==> src/rtl/scd_shift_count.sv <==
// Shift-count / exponent datapath (SC, FE, SCAD) with the multiply/divide/shift loop sequencer.
// Optional EBUS diagnostic mux enabled by defining SCD_DIAG_EN.
module scd_shift_count #(
    parameter int unsigned SCW     = 10,
    parameter int unsigned MAXITER = 37
) (
    input  logic           clk,
    input  logic           reset,
`ifdef SCD_DIAG_EN
    input  logic [2:0]     diagSel,
    output logic [35:0]    diagOut,
`endif
    input  logic [8:0]     ARexp,
    input  logic [9:0]     ARshift,
    input  logic [8:0]     magic,
    input  logic [1:0]     scadAsel,
    input  logic [1:0]     scadBsel,
    input  logic [2:0]     scadOp,
    input  logic           scLoad,
    input  logic           feLoad,
    input  logic           loopStart,
    input  logic [1:0]     loopKind,
    input  logic           adCarry0,
    output logic [SCW-1:0] SC,
    output logic [SCW-1:0] FE,
    output logic [SCW-1:0] SCAD,
    output logic           scSign,
    output logic           feSign,
    output logic [1:0]     MQselOut,
    output logic [3:0]     ADselOvr,
    output logic           ADovrEn,
    output logic           loopBusy,
    output logic           loopDone,
    output logic           divOverflow
);

    localparam int unsigned ITW = ($clog2(MAXITER) > 0) ? $clog2(MAXITER) : 1;

    typedef enum logic [1:0] {
        ST_IDLE = 2'd0,
        ST_RUN  = 2'd1,
        ST_DONE = 2'd2
    } state_t;

    state_t           r_state, w_state_next;
    logic [SCW-1:0]   r_sc, w_sc_next;
    logic [SCW-1:0]   r_fe, w_fe_next;
    logic [1:0]       r_kind, w_kind_next;
    logic [ITW-1:0]   r_iter, w_iter_next;
    logic             r_ovf, w_ovf_next;
    logic [1:0]       r_mq, w_mq_next;
    logic [3:0]       r_adsel, w_adsel_next;
    logic             r_ovr_en, w_ovr_en_next;
    logic             r_busy, w_busy_next;
    logic             r_done, w_done_next;

    logic [SCW-1:0]   w_scad, w_a, w_b, w_magic_sx, w_arexp_sx;
    logic             w_start_le0;

    // 9-bit fields carry the DEC sign (bit 0) in vector bit 8
    assign w_magic_sx = {{(SCW-9){magic[8]}}, magic};
    assign w_arexp_sx = {{(SCW-9){ARexp[8]}}, ARexp};

    always_comb begin
        w_a = r_fe;
        case (scadAsel)
            2'b00: w_a = r_fe;
            2'b01: w_a = w_arexp_sx;
            2'b10: w_a = SCW'(ARshift);
            2'b11: w_a = w_magic_sx;
            default: w_a = r_fe;
        endcase
    end

    always_comb begin
        w_b = r_sc;
        case (scadBsel)
            2'b00: w_b = r_sc;
            2'b01: w_b = w_magic_sx;
            2'b10: w_b = SCW'(ARexp);
            2'b11: w_b = '0;
            default: w_b = r_sc;
        endcase
    end

    always_comb begin
        w_scad = w_a;
        case (scadOp)
            3'b000: w_scad = w_a;
            3'b001: w_scad = w_a + w_b;
            3'b010: w_scad = w_a - w_b;
            3'b011: w_scad = w_a + SCW'(1);
            3'b100: w_scad = w_a - SCW'(1);
            3'b101: w_scad = w_a | w_b;
            3'b110: w_scad = w_a & w_b;
            3'b111: w_scad = w_b;
            default: w_scad = w_a;
        endcase
    end

    assign w_start_le0 = w_scad[SCW-1] | (w_scad == '0);
    assign w_fe_next   = feLoad ? w_scad : r_fe;

    // Next-state logic; outputs are precomputed from the next state so they leave registers
    always_comb begin
        w_state_next  = r_state;
        w_sc_next     = r_sc;
        w_kind_next   = r_kind;
        w_iter_next   = r_iter;
        w_ovf_next    = r_ovf;
        w_mq_next     = 2'b11;
        w_adsel_next  = 4'b0000;
        w_ovr_en_next = 1'b0;
        w_busy_next   = 1'b0;
        w_done_next   = 1'b0;

        case (r_state)
            ST_IDLE: begin
                if (loopStart) begin
                    w_sc_next    = w_scad - SCW'(1);
                    w_iter_next  = '0;
                    w_kind_next  = loopKind;
                    w_ovf_next   = 1'b0;
                    w_state_next = w_start_le0 ? ST_DONE : ST_RUN;
                end else if (scLoad) begin
                    w_sc_next = w_scad;
                end
            end
            ST_RUN: begin
                w_sc_next   = r_sc - SCW'(1);
                w_iter_next = r_iter + ITW'(1);
                if (r_kind == 2'b11 && r_iter == '0 && !adCarry0) begin
                    w_state_next = ST_DONE;
                    w_ovf_next   = 1'b1;
                end else if (r_sc == '0 || r_iter == ITW'(MAXITER - 1)) begin
                    w_state_next = ST_DONE;
                end
            end
            ST_DONE: w_state_next = ST_IDLE;
            default: w_state_next = ST_IDLE;
        endcase

        w_busy_next = (w_state_next != ST_IDLE);
        w_done_next = (w_state_next == ST_DONE);
        if (w_state_next == ST_RUN) begin
            case (w_kind_next)
                2'b00: w_mq_next = 2'b10;
                2'b01: w_mq_next = 2'b01;
                2'b10: begin
                    w_mq_next     = 2'b10;
                    w_ovr_en_next = 1'b1;
                    w_adsel_next  = 4'b0110;
                end
                2'b11: begin
                    w_mq_next     = 2'b01;
                    w_ovr_en_next = 1'b1;
                    // adCarry0 seen now becomes "previous" carry in the next RUN cycle
                    w_adsel_next  = adCarry0 ? 4'b0110 : 4'b1001;
                end
                default: w_mq_next = 2'b11;
            endcase
        end
    end

    always_ff @(posedge clk) begin
        if (reset) begin
            r_state  <= ST_IDLE;
            r_sc     <= '0;
            r_fe     <= '0;
            r_kind   <= '0;
            r_iter   <= '0;
            r_ovf    <= 1'b0;
            r_mq     <= 2'b11;
            r_adsel  <= 4'b0000;
            r_ovr_en <= 1'b0;
            r_busy   <= 1'b0;
            r_done   <= 1'b0;
        end else begin
            r_state  <= w_state_next;
            r_sc     <= w_sc_next;
            r_fe     <= w_fe_next;
            r_kind   <= w_kind_next;
            r_iter   <= w_iter_next;
            r_ovf    <= w_ovf_next;
            r_mq     <= w_mq_next;
            r_adsel  <= w_adsel_next;
            r_ovr_en <= w_ovr_en_next;
            r_busy   <= w_busy_next;
            r_done   <= w_done_next;
        end
    end

    assign SC          = r_sc;
    assign FE          = r_fe;
    assign SCAD        = w_scad;
    assign scSign      = r_sc[SCW-1];
    assign feSign      = r_fe[SCW-1];
    assign MQselOut    = r_mq;
    assign ADselOvr    = r_adsel;
    assign ADovrEn     = r_ovr_en;
    assign loopBusy    = r_busy;
    assign loopDone    = r_done;
    assign divOverflow = r_ovf;

`ifdef SCD_DIAG_EN
    always_comb begin
        diagOut = '0;
        case (diagSel)
            3'b000:  diagOut = 36'(r_sc);
            3'b001:  diagOut = 36'(r_fe);
            3'b010:  diagOut = 36'(w_scad);
            3'b011:  diagOut = 36'({r_state, r_kind, r_ovf, r_busy});
            default: diagOut = '0;
        endcase
    end
`endif

endmodule

==> config.mk <==
export PLATFORM = sky130hd
export DESIGN_NAME = scd_shift_count
export DESIGN_NICKNAME = d
export VERILOG_FILES = /design/src/rtl/scd_shift_count.sv
export SDC_FILE = /design/constraint.sdc
export NUM_CORES = 1
export LEC_CHECK = 0
export ABC_AREA = 1
export CORE_MARGIN = 2
export CORE_UTILIZATION = 55
export CTS_CLUSTER_DIAMETER = 50
export DETAILED_ROUTE_END_ITERATION = 16
export GPL_TIMING_DRIVEN = 1
export PLACE_DENSITY = 0.87
export SLEW_MARGIN = 25
export SYNTH_ARGS = -nofsm -noshare
export SYNTH_HDL_FRONTEND = slang
export SYNTH_SLANG_ARGS = --single-unit
==> constraint.sdc <==
create_clock -name clk -period 6.07 [get_ports clk]
set_input_delay 0.9105 -clock clk [delete_from_list [all_inputs] [get_ports clk]]
set_output_delay 0.9105 -clock clk [all_outputs]
set_load 0.03 [all_outputs]
* Yosys cells after proc, flatten, opt, wreduce, memory -nomap -nowiden *
Cells that the tools add are included.

word-level totals
  flip-flop bits (word level) = 40
  bits in latches = 0
  bits in writable memories = 0
  ROM bits = 0
  input bits = 43
  output and inout port bits = 42
  logic and storage cells = 89
  memories kept = 0

cells by class
  add/subtract/negate cells = 7
  multipliers = 0
  div/mod/pow operators = 0
  magnitude comparators = 0
  eq/ne operators = 24
  shift operators = 0
  muxes and demuxes = 22
  bitwise logic cells = 4
  reduce and logical (&&, ||, !) cells = 21

operator list
  kind                                                  count
  one-hot mux 10 bit (4 select lines)                   2
  one-hot mux 10 bit (8 select lines)                   1
  subtractor 10 x 1 -> 10 bit (second input constant)   3
  zero test 10 bit                                      2
  2-to-1 mux 10 bit                                     2
  one-hot mux 10 bit (2 select lines)                   1
  equality test 2 bit (second input constant)           8
  equality test 3 bit (second input constant)           4
  2-to-1 mux 2 bit                                      6
  one-hot mux 6 bit (2 select lines)                    1
  adder 10 x 1 -> 10 bit (second input constant)        1
  adder 10 bit                                          1
  AND 10 bit                                            1
  equality test 2 x 1 -> 1 bit (second input constant)  5
  bitwise OR 10 bit                                     1
  subtractor 10 bit                                     1
  zero test 2 bit                                       4
  one-hot mux 2 bit (2 select lines)                    2
  one-hot mux 4 bit (2 select lines)                    1
  OR reduction 2 bit                                    4
  adder 6 x 1 -> 6 bit (second input constant)          1
  equality test 3 x 2 -> 1 bit (second input constant)  2
  equality test 6 bit (second input constant)           1
  zero test 6 bit                                       1
  16 further kinds                                      22

* Longest topological paths before layout *
Gate-level depths: netlist of run 1.

  word-level depth = 12
  mapped depth = 29
  mapped depth without buffers = 29

* Least setup slack after synthesis of run 1 *
OpenSTA, ideal clock, no wires.

  path kind = input to output
  from = input scadBsel[0]
  to = output SCAD[9]
  arrival time = 3.624 ns
  required time = 5.159 ns
  slack = 1.536 ns
  stages on the path = 26
  buffers on the path = 1
  cell sequence = inv_2 buf_6 o21ai_1 nand2_1 o21ai_4 ha_1 nand3_1 inv_1 nand3_1 xor2_1 nand2_1 nand2_1 ha_1 nand2_1 nor2_1 a211oi_1 nand2_1 nand2_1 nand2_1 a21oi_1 inv_1 nand3_1 nand3_2 nand2_2 nand2_4 inv_1

on the way
  longest elaborated chain between the ends = 4
  elaborated cells on any way between the ends = 10
  classes of those cells = 2 x add/sub; 3 x eq/ne; 2 x mux; 2 x bitwise; 1 x reduce/logical

RTL lines
  item                                               RTL line  RTL
  start, declared                                    17        input logic [1:0] scadBsel,
  equality test 2 bit, or another cell as far along  77        case (scadBsel)
  one-hot mux 10 bit (4 select lines) *              77
  subtractor 10 bit, or another cell as far along    91        3'b010: w_scad = w_a - w_b;
  one-hot mux 10 bit (8 select lines) *              88        case (scadOp)
  end, declared                                      26        output logic [SCW-1:0] SCAD,

Every way passes the cells marked *; elsewhere a longest branch is shown, timed or not.

* Worst setup path in the final report of run 1 *
  from = input scadBsel[0]
  to = output SCAD[6]

The elaborated chain is that of the path after synthesis.

==> results of run 1 <==
## critical path, delay by kind of cell
family	cells	cell delay, ns
fa+ha+maj	2	0.73
compound gates	5	0.76
buf+inv	5	1.54
simple gates	6	0.88
## layout by cell type (no fill, tap or decap), types with 3 or more instances in the layout
master             n
a21oi_1           44
a31oi_1            3
buf_4              5
clkbuf_8           5
clkdlybuf4s50_1   81
dfxtp_1           38
dlymetal6s2s_1     3
ha_1              16
inv_1             74
inv_2             13
nand2_1          135
nand2_2           16
nand2_4            5
nand3_1           36
nand3_2            6
nand3b_1           4
nand4_1            6
nor2_1            31
nor2_2            12
nor2_4             3
nor3_1             6
o211ai_1           7
o21ai_0           56
o21ai_1           17
o21ai_2            3
o22ai_1            3
xnor2_1            3
xor2_1             6
## metal layers
metal | wire (µm) | part of all wire, % | vias up
met2 | 6030 | 49 | 222
met5 | 0 | 0 | -
met4 | 429 | 3.5 | 0
met3 | 855 | 7.0 | 43
li1 | - | - | 2099
met1 | 4970 | 40 | 1936
## path summary, 6_finish.rpt
kind	start	to	slack, ns	cells past startpoint
setup / recovery	scadBsel[0]	SCAD[6]	0.33	18
hold / removal	r_iter[1]$_SDFFE_PP0P_	r_iter[1]$_SDFFE_PP0P_	0.50	2
setup reg to reg	SC[1]$_SDFFE_PP0P_	ADovrEn$_SDFF_PP0_	2.24	21
hold reg to reg	r_iter[1]$_SDFFE_PP0P_	r_iter[1]$_SDFFE_PP0P_	0.50	2
## state kept, by name, summed over array words and instances (netlist names)
register / flops
loopBusy: 1
divOverflow: 1
r_iter: 6
loopDone: 1
FE: 10
r_kind: 2
r_state: 2
MQselOut: 2
ADovrEn: 1
ADselOvr: 2
SC: 10
## cell type report
cell class / instances / area [µm²] / area share, %
multi-input combinational: 444 / 2470 / 52.9
timing repair buffer: 89 / 886 / 19.0
sequential: 38 / 761 / 16.3
inverter: 90 / 344 / 7.38
tap: 77 / 96.3 / 2.07
clock buffer: 6 / 72.6 / 1.56
clock inverter: 2 / 37.5 / 0.805
## cell usage after synthesis, types with 3 or more instances
cell and n:
nand3_2 6, xor2_1 6, nor2_1 31, dfxtp_1 38, o22ai_1 3, nor2_2 12
nand2_4 5, nor2_4 3, a21oi_1 44, ha_1 16, nand3b_1 4, nand2_2 16
buf_4 4, inv_1 74, o21ai_2 3, o21ai_1 17, o211ai_1 7, xnor2_1 3
a31oi_1 3, nor3_1 6, clkbuf_1 5, o21ai_0 56, inv_2 13, nand2_1 135
nand4_1 6, nand3_1 36
## cells by family after synthesis
logic type,Yosys count,share of synthesized area [%]
and+or+nand+nor,268,35.7
adders and majority gates,17,6.05
xor gates and xnor gates,9,2.17
buffers and inverters,102,11.4
DFF,38,20.9
muxes,1,0.275
AOI/OAI and AO/OA,149,23.5
## per-stage QoR
| stage | util (%) | worst slack [ns] | instance area [µm²] | power [W] | std cells |
|---|---|---|---|---|---|
| 2_1_floorplan | - | 1.54 | 3640 | 0.000843 | 584 |
| 3_3_place_gp | 71.2 | 0.215 | 4550 | 0.00109 | 738 |
| 3_5_place_dp | 71.2 | 0.0443 | 4550 | 0.00111 | 738 |
| 4_1_cts | 72.9 | 0.0458 | 4660 | 0.00133 | 746 |
| 5_1_grt | 73.0 | 0.0196 | 4660 | 0.00142 | 746 |
| 6_report | 73.0 | 0.327 | 4660 | 0.00134 | 746 |
## power groups by stage
| stage | clock (W) | combinational (W) | sequential, W |
|---|---|---|---|
| 2_1_floorplan | 0 | 0.000463 | 0.000381 |
| 3_3_place_gp | 0 | 0.000767 | 0.000327 |
| 3_5_place_dp | 0 | 0.000781 | 0.000329 |
| 4_1_cts | 0.000216 | 0.000787 | 0.000324 |
| 5_1_grt | 0.000228 | 0.000863 | 0.000329 |
| 6_report | 0.000216 | 0.000798 | 0.000325 |
## what timing repair did
item	CTS	global route
endpoints found under the setup margin	0	3
gates resized for setup	0	3
hold endpoints to repair	0	0
hold buffers	0	0
==> out/summary.txt, run 1 <==
Area Growth Syn to Fin: 28.1%
Setup Fix Bufs, Post-CTS: 0
Post-DRT Antenna Nets: 0
Sw Pwr: 0.000648 W
Flop pwr share: 24.3%
worst hold margin: 0.499 ns
synthesized area: 3640 µm²
crit path DAT: 4.83 ns
relative slew slack: 43.3%
cell accounting for the most synthesized area: dfxtp_1
met1 usage: 42.0%
Setup TNS Final: 0 ns
RSZ-0062 raised after global routing: false
clock tree sinks: 38
hpwl dp: 9860 µm
Slew @ Worst Pin: 0.847 ns
Combinational Power Share: 59.6%
initial antenna violation count: 0
first-pass GRT wire length: 20000 µm
crit-path cells: clkdlybuf4s50_1 -> inv_2 -> nand2_4 -> inv_2 -> nand2_1 -> nand2_2 -> ha_1 -> o22ai_1 -> inv_1 -> fa_1 -> nand3b_1 -> nand2_1 -> a21oi_1 -> o21ai_0 -> a21oi_1 -> o21ai_0 -> nand3_1 -> clkdlybuf4s50_1
P per Cell Area: 287 nW/µm²
Worst setup EP type: output pin
Die Height: 85.4 µm
Yosys cell types: 49
HP Class: reg -> reg
GRT Total Usage: 34.3%
largest net degree at the start of global routing: 18
static leakage: 2.18 nW
Max stage delay on crit path: 0.64 ns
synthesis-stage register bit count: 38
Syn Inst Count: 584
clk root buf: clkbuf_8
clock group share of total power: 16.1%
overall routed net length: 12300 µm
highest clock rate: 0.174 GHz
placer's final routability congestion estimate: 0.999
Synth warnings: 0
met3 Track Usage GR: 4.38%
Sw Ratio: 48.4%
post-synth top area share: 20.9%
fin crit period: 5.74 ns
Layout Skew: 0.00883 ns
ys async rst share: 0%
layout cells sized above 1: 12.6%
# IOs: 85
router iterations before antenna repair: 6
total die area: 7290 µm²
CTS H-tree depth: 2
Starting DRT DRC Count: 376
cts bufs inserted: 5
status: completed
fillers: 510
gr ovfl total: 0
Setup-failing EPs final: 0
vias in the first global route: 4181
Worst Path Max Fanout: 11
Wirelength per Cell: 16.5 µm
Final nets: 728
DRC viols: 0
Final Max Slew Viols: 0
CTS clk-pin slew, worst paths: 0.08 ns
final hold vios: 0
Core Area: 6390 µm²
via count: 4300
busiest layer in global routing: met2
critical path startpoint category: input pin
IO buf count: 84
largest cells by area after synthesis: dfxtp_1 21%, nand2_1 14%, o21ai_0 7.7%
max cap viols: 0
kind of critical path: in -> out
sequential fraction of the synthesis area: 20.9%
clk_lat worst skew: 0.30 ns
Req. time, crit path: 5.16 ns
crit path max-delay cell type: clkdlybuf4s50_1
Initial Util: 57.0%
ys flop type: dfxtp_1
CTS tree: done
antenna cell count: 0
Post-synth EDFFs: 0
Vias/cell: 5.76
crit share post-route: 94.6%
clk buf depth: 2
Power Internal: 0.000692 W
syn_area_per_cell: 6.23 µm²
met2 Track Usage GR: 61.0%
Rows: 29
DIE WIDTH: 85.4 µm
syn nets: 644
Max rail drop VDD: 0.000276 V
No activity file was read; power rests on OpenSTA's default activity.
==> run 2: changes to the inputs <==
--- a/config.mk
+++ b/config.mk
@@ -7,11 +7,11 @@
 export LEC_CHECK = 0
 export ABC_AREA = 1
 export CORE_MARGIN = 2
-export CORE_UTILIZATION = 55
+export CORE_UTILIZATION = 45
 export CTS_CLUSTER_DIAMETER = 50
 export DETAILED_ROUTE_END_ITERATION = 16
 export GPL_TIMING_DRIVEN = 1
-export PLACE_DENSITY = 0.87
+export PLACE_DENSITY = 0.73
 export SLEW_MARGIN = 25
 export SYNTH_ARGS = -nofsm -noshare
 export SYNTH_HDL_FRONTEND = slang
==> run 2 against run 1 <==
Effect of this change: clock-buffer cell count stayed put; design area hardly changed; setup slack better by 0.11 ns; clock power is 13% lower; cell count is 3.2% higher; flip-flop and latch count stayed put; critical endpoint is now SCAD[9]; highest routed layer unchanged.
==> out/summary.txt, run 2 (same netlist as run 1, synthesis figures left out) <==
Req. time, crit path: 5.16 ns
clk root buf: clkbuf_8
Final Max Slew Viols: 0
Critical Path Sink: SCAD[9]
non-filler cells, final: 770
GRT Total Usage: 27.3%
relative slew slack: 45.2%
Post-CTS Resized: 0
Worst Setup SP: scadBsel[0]
Rows: 32
Final nets: 727
cts bufs inserted: 5
Worst setup EP type: output pin
placer's final routability congestion estimate: 0.993
critical path startpoint category: input pin
hold_buf cts: 0
HP Class: reg -> reg
Starting DRT DRC Count: 310
Reg-to-Reg End: ADovrEn$_SDFF_PP0_
Setup-failing EPs final: 0
kind of critical path: in -> out
Layout Skew: 0.00619 ns
gr ovfl total: 0
Initial Util: 46.9%
first-pass GRT wire length: 19200 µm
reg2reg path depth: 20
CTS H-tree depth: 2
static leakage: 2.17 nW
max cap viols: 0
DIE WIDTH: 94.0 µm
RSZ-0062 raised after global routing: false
Area Growth Syn to Fin: 28.2%
hpwl dp: 9540 µm
layout cells sized above 1: 12.7%
P per Cell Area: 277 nW/µm²
largest net degree at the start of global routing: 18
Wirelength per Cell: 15.1 µm
router iterations before antenna repair: 7
crit path DAT: 4.72 ns
most common cell after layout, fill and taps aside: nand2_1
Slew @ Worst Pin: 0.819 ns
IO buf count: 84
crit share post-route: 92.7%
fillers: 785
Setup TNS Final: 0 ns
commonest non-fill, non-tap cells in the layout: 135 x nand2_1, 80 x clkdlybuf4s50_1, 74 x inv_1
Worst Path Max Fanout: 11
clk_lat worst skew: 0.30 ns
Setup Fix Bufs, Post-CTS: 0
via count: 4244
CTS tree: done
status: completed
antenna cell count: 0
Vias/cell: 5.51
Post-DRT Antenna Nets: 0
Die Height: 94.0 µm
Max rail drop VDD: 0.000211 V
total die area: 8830 µm²
DRC viols: 0
final hold vios: 0
clock tree sinks: 38
initial antenna violation count: 0
r2r setup slk: 2.27 ns
highest clock rate: 0.178 GHz
clk buf depth: 2
# IOs: 85
Core Area: 7770 µm²
vias in the first global route: 4049
dpl cells: 762
fin crit period: 5.63 ns
RR Startpoint: SC[1]$_SDFFE_PP0P_
overall routed net length: 11600 µm
CTS clk-pin slew, worst paths: 0.08 ns
## run 2: changes by cell type in the layout (fill, tap and decap cells not counted)
| cell | delta |
|---|---|
| buf_4 | -1 |
| bufinv_16 | -1 |
| clkbuf_1 | -1 |
| clkbuf_2 | +1 |
| clkbuf_8 | +1 |
| clkdlybuf4s50_1 | -1 |
| clkinv_2 | +1 |
## run 2: layer usage
metal,track usage (%),routed length (µm)
met5,0,0
met4,8.82,305
met3,3.29,909
met2,45.2,5330
met1,36.9,5090
## run 2: worst max-delay path, stage by stage
cell	delay, ns
clkdlybuf4s50_1	0.49
inv_2	0.22
nand2_4	0.14
inv_2	0.13
nand2_1	0.07
nand2_2	0.14
ha_1	0.21
nand3_1	0.13
inv_1	0.08
nand3_1	0.10
xor2_1	0.16
nand2_1	0.06
nand2_1	0.05
ha_1	0.34
nand2_1	0.12
nor2_1	0.06
a211oi_1	0.25
nand2_1	0.09
nand2_1	0.08
nand2_1	0.06
a21oi_1	0.17
inv_1	0.06
nand3_1	0.09
nand3_2	0.07
nand2_2	0.08
nand2_4	0.07
inv_1	0.06
clkbuf_2	0.19
## run 2: worst min-delay path by stage
stage	start	to	slack [ns]	cells past startpoint
6_report	divOverflow$_SDFFE_PP0P_	divOverflow$_SDFFE_PP0P_	0.49	1
3_5_place_dp	divOverflow$_SDFFE_PP0P_	divOverflow$_SDFFE_PP0P_	0.47	1
4_1_cts	divOverflow$_SDFFE_PP0P_	divOverflow$_SDFFE_PP0P_	0.49	1
3_3_place_gp	divOverflow$_SDFFE_PP0P_	divOverflow$_SDFFE_PP0P_	0.46	1
2_1_floorplan	r_iter[0]$_SDFFE_PP0P_	r_iter[0]$_SDFFE_PP0P_	0.45	1
5_1_grt	divOverflow$_SDFFE_PP0P_	divOverflow$_SDFFE_PP0P_	0.50	1
## run 2: cell type report
cell class                 instances  area, µm²  area share (%)
multi-input combinational        444       2470            52.8
timing repair buffer              88        873            18.7
sequential                        38        761            16.3
inverter                          90        344            7.37
tap                              102        128            2.73
clock buffer                       6       82.6            1.77
clock inverter                     2       12.5           0.268
## run 2: power breakdown
part           total, W  internal (W)  switching, W
combinational  0.000783      0.000280      0.000504
sequential     0.000324      0.000286     0.0000380
clock          0.000187     0.0000914     0.0000954
## run 2: per-stage QoR
step / instance area, µm² / hold WS [ns] / setup slack, ns / utilization (%) / total power (W)
floorplan: 3640 / 0.454 / 1.54 / - / 0.000843
global placement: 4570 / 0.464 / 0.216 / 58.8 / 0.00109
detailed placement: 4570 / 0.472 / 0.0341 / 58.8 / 0.00110
CTS: 4660 / 0.491 / 0.0158 / 60.1 / 0.00129
global route: 4670 / 0.502 / 0.00593 / 60.1 / 0.00138
finish: 4670 / 0.486 / 0.441 / 60.1 / 0.00129
==> run 3: changes to the inputs <==
--- a/config.mk
+++ b/config.mk
@@ -10,8 +10,9 @@
 export CORE_UTILIZATION = 45
 export CTS_CLUSTER_DIAMETER = 50
 export DETAILED_ROUTE_END_ITERATION = 16
+export DONT_BUFFER_PORTS = 1
 export GPL_TIMING_DRIVEN = 1
-export PLACE_DENSITY = 0.73
+export PLACE_DENSITY = 0.6
 export SLEW_MARGIN = 25
 export SYNTH_ARGS = -nofsm -noshare
 export SYNTH_HDL_FRONTEND = slang
==> run 3 against run 2 <==
Effect of this change: cell count is 11% lower; power is 11% lower; global-route usage is 2.5 points lower; combinational power is 27% lower; via count is 9.8% lower; first-iteration DRC count is 14% higher; design area is 19% lower; clock-buffer cell count stayed put; non-clock buffer count is 88 lower; critical path depth is 2 lower; critical endpoint unchanged; largest power group unchanged.
==> out/summary.txt, run 3 (same netlist as run 1, synthesis figures left out) <==
first-pass GRT wire length: 17300 µm
CTS H-tree depth: 2
router iterations before antenna repair: 5
Core Area: 7770 µm²
met1 usage: 32.9%
Die Height: 94.0 µm
highest clock rate: 0.201 GHz
static leakage: 1.80 nW
DRC viols: 0
most common cell after layout, fill and taps aside: nand2_1
Area Growth Syn to Fin: 4.19%
# IOs: 85
Final nets: 639
overall routed net length: 10800 µm
placer's final routability congestion estimate: 0.936
Worst Setup SP: scadBsel[0]
RSZ-0062 raised after global routing: false
Worst Path Max Fanout: 11
Design Area, Final: 3790 µm²
hold_buf cts: 0
Reg-to-Reg End: ADovrEn$_SDFF_PP0_
busiest layer in global routing: met2
Wirelength per Cell: 15.8 µm
Setup Fix Bufs, Post-CTS: 0
reg2reg path depth: 20
Rows: 32
placed cell area: 3700 µm²
critical path startpoint category: input pin
Initial Util: 46.9%
clk root buf: clkbuf_8
DIE WIDTH: 94.0 µm
Req. time, crit path: 5.16 ns
Post-DRT Antenna Nets: 0
Final WS setup: 1.09 ns
crit path DAT: 4.07 ns
total power: 0.00115 W
fillers: 849
Post-CTS Resized: 0
Setup TNS Final: 0 ns
crit share post-route: 82.1%
Layout Skew: 0.00305 ns
r2r setup slk: 1.80 ns
commonest non-fill, non-tap cells in the layout: 135 x nand2_1, 74 x inv_1, 56 x o21ai_0
worst hold margin: 0.482 ns
antenna cell count: 0
Setup-failing EPs final: 0
Starting DRT DRC Count: 352
fin crit period: 4.98 ns
layout cells sized above 1: 13.8%
vias in the first global route: 3496
RR Startpoint: SC[1]$_SDFFE_PP0P_
kind of critical path: in -> out
via count: 3826
IO buf count: 0
largest net degree at the start of global routing: 18
P per Cell Area: 304 nW/µm²
initial antenna violation count: 0
Critical Path Sink: SCAD[9]
gr ovfl total: 0
clk_lat worst skew: 0.29 ns
HP Class: reg -> reg
CTS clk-pin slew, worst paths: 0.08 ns
Final Max Slew Viols: 0
max cap viols: 0
met2 Track Usage GR: 41.8%
status: completed
hpwl dp: 8810 µm
Worst setup EP type: output pin
clk buf depth: 2
met3 Track Usage GR: 4.65%
total die area: 8830 µm²
clock tree sinks: 38
Slew @ Worst Pin: 0.830 ns
relative slew slack: 44.4%
Placement Setup Slack: 1.11 ns
CTS tree: done
GRT Total Usage: 24.8%
Max rail drop VDD: 0.000214 V
cts bufs inserted: 5
Vias/cell: 5.61
final hold vios: 0
run 3: cell type report:
type / count / area [µm²] / area share [%]
Clock buffer: 6 / 82.6 / 2.18
Clock inverter: 2 / 12.5 / 0.330
Inverter: 90 / 344 / 9.07
Multi-Input combinational cell: 444 / 2470 / 65.0
Sequential cell: 38 / 761 / 20.1
Tap cell: 102 / 128 / 3.36
run 3: worst min path at each step:
stage,from,to,slack (ns),depth (start not counted)
final,r_iter[1]$_SDFFE_PP0P_,r_iter[1]$_SDFFE_PP0P_,0.48,2
after global routing,r_iter[1]$_SDFFE_PP0P_,r_iter[1]$_SDFFE_PP0P_,0.52,2
after CTS,r_iter[1]$_SDFFE_PP0P_,r_iter[1]$_SDFFE_PP0P_,0.49,2
after detailed placement,r_iter[1]$_SDFFE_PP0P_,r_iter[1]$_SDFFE_PP0P_,0.47,2
after global placement,r_iter[1]$_SDFFE_PP0P_,r_iter[1]$_SDFFE_PP0P_,0.46,2
after floorplan,r_iter[0]$_SDFFE_PP0P_,r_iter[0]$_SDFFE_PP0P_,0.45,1
run 3: through the flow:
step,instances,utilization [%]
floorplan,584,-
global route,682,48.8
finish,682,48.8
detailed placement,674,47.6
CTS,682,48.8
global placement,674,47.6
run 3: routing by layer:
layer	wire length, µm	up-vias
met4	133	0
li1	-	1911
met3	821	19
met1	4800	1748
met2	5040	148
met5	0	-
run 3: power by group:
group / leakage, nW / total, W / switching, W / internal [W]
registers: 0.313 / 0.000395 / 0.000109 / 0.000286
clock network: 0.0472 / 0.000186 / 0.0000943 / 0.0000914
logic: 1.44 / 0.000572 / 0.000400 / 0.000172
total: 1.80 / 0.00115 / 0.000603 / 0.000550
run 3: worst max-delay path, stage by stage:
cell and delay [ns]:
inv_2 0.16, nand2_4 0.14, inv_2 0.13, nand2_1 0.08, nand2_2 0.13, ha_1 0.20
nand3_1 0.12, inv_1 0.08, nand3_1 0.10, xor2_1 0.16, nand2_1 0.06, nand2_1 0.05
ha_1 0.34, nand2_1 0.10, nor2_1 0.05, a211oi_1 0.25, nand2_1 0.09, nand2_1 0.09
nand2_1 0.05, a21oi_1 0.16, inv_1 0.06, nand3_1 0.10, nand3_2 0.07, nand2_2 0.10
nand2_4 0.08, inv_1 0.22
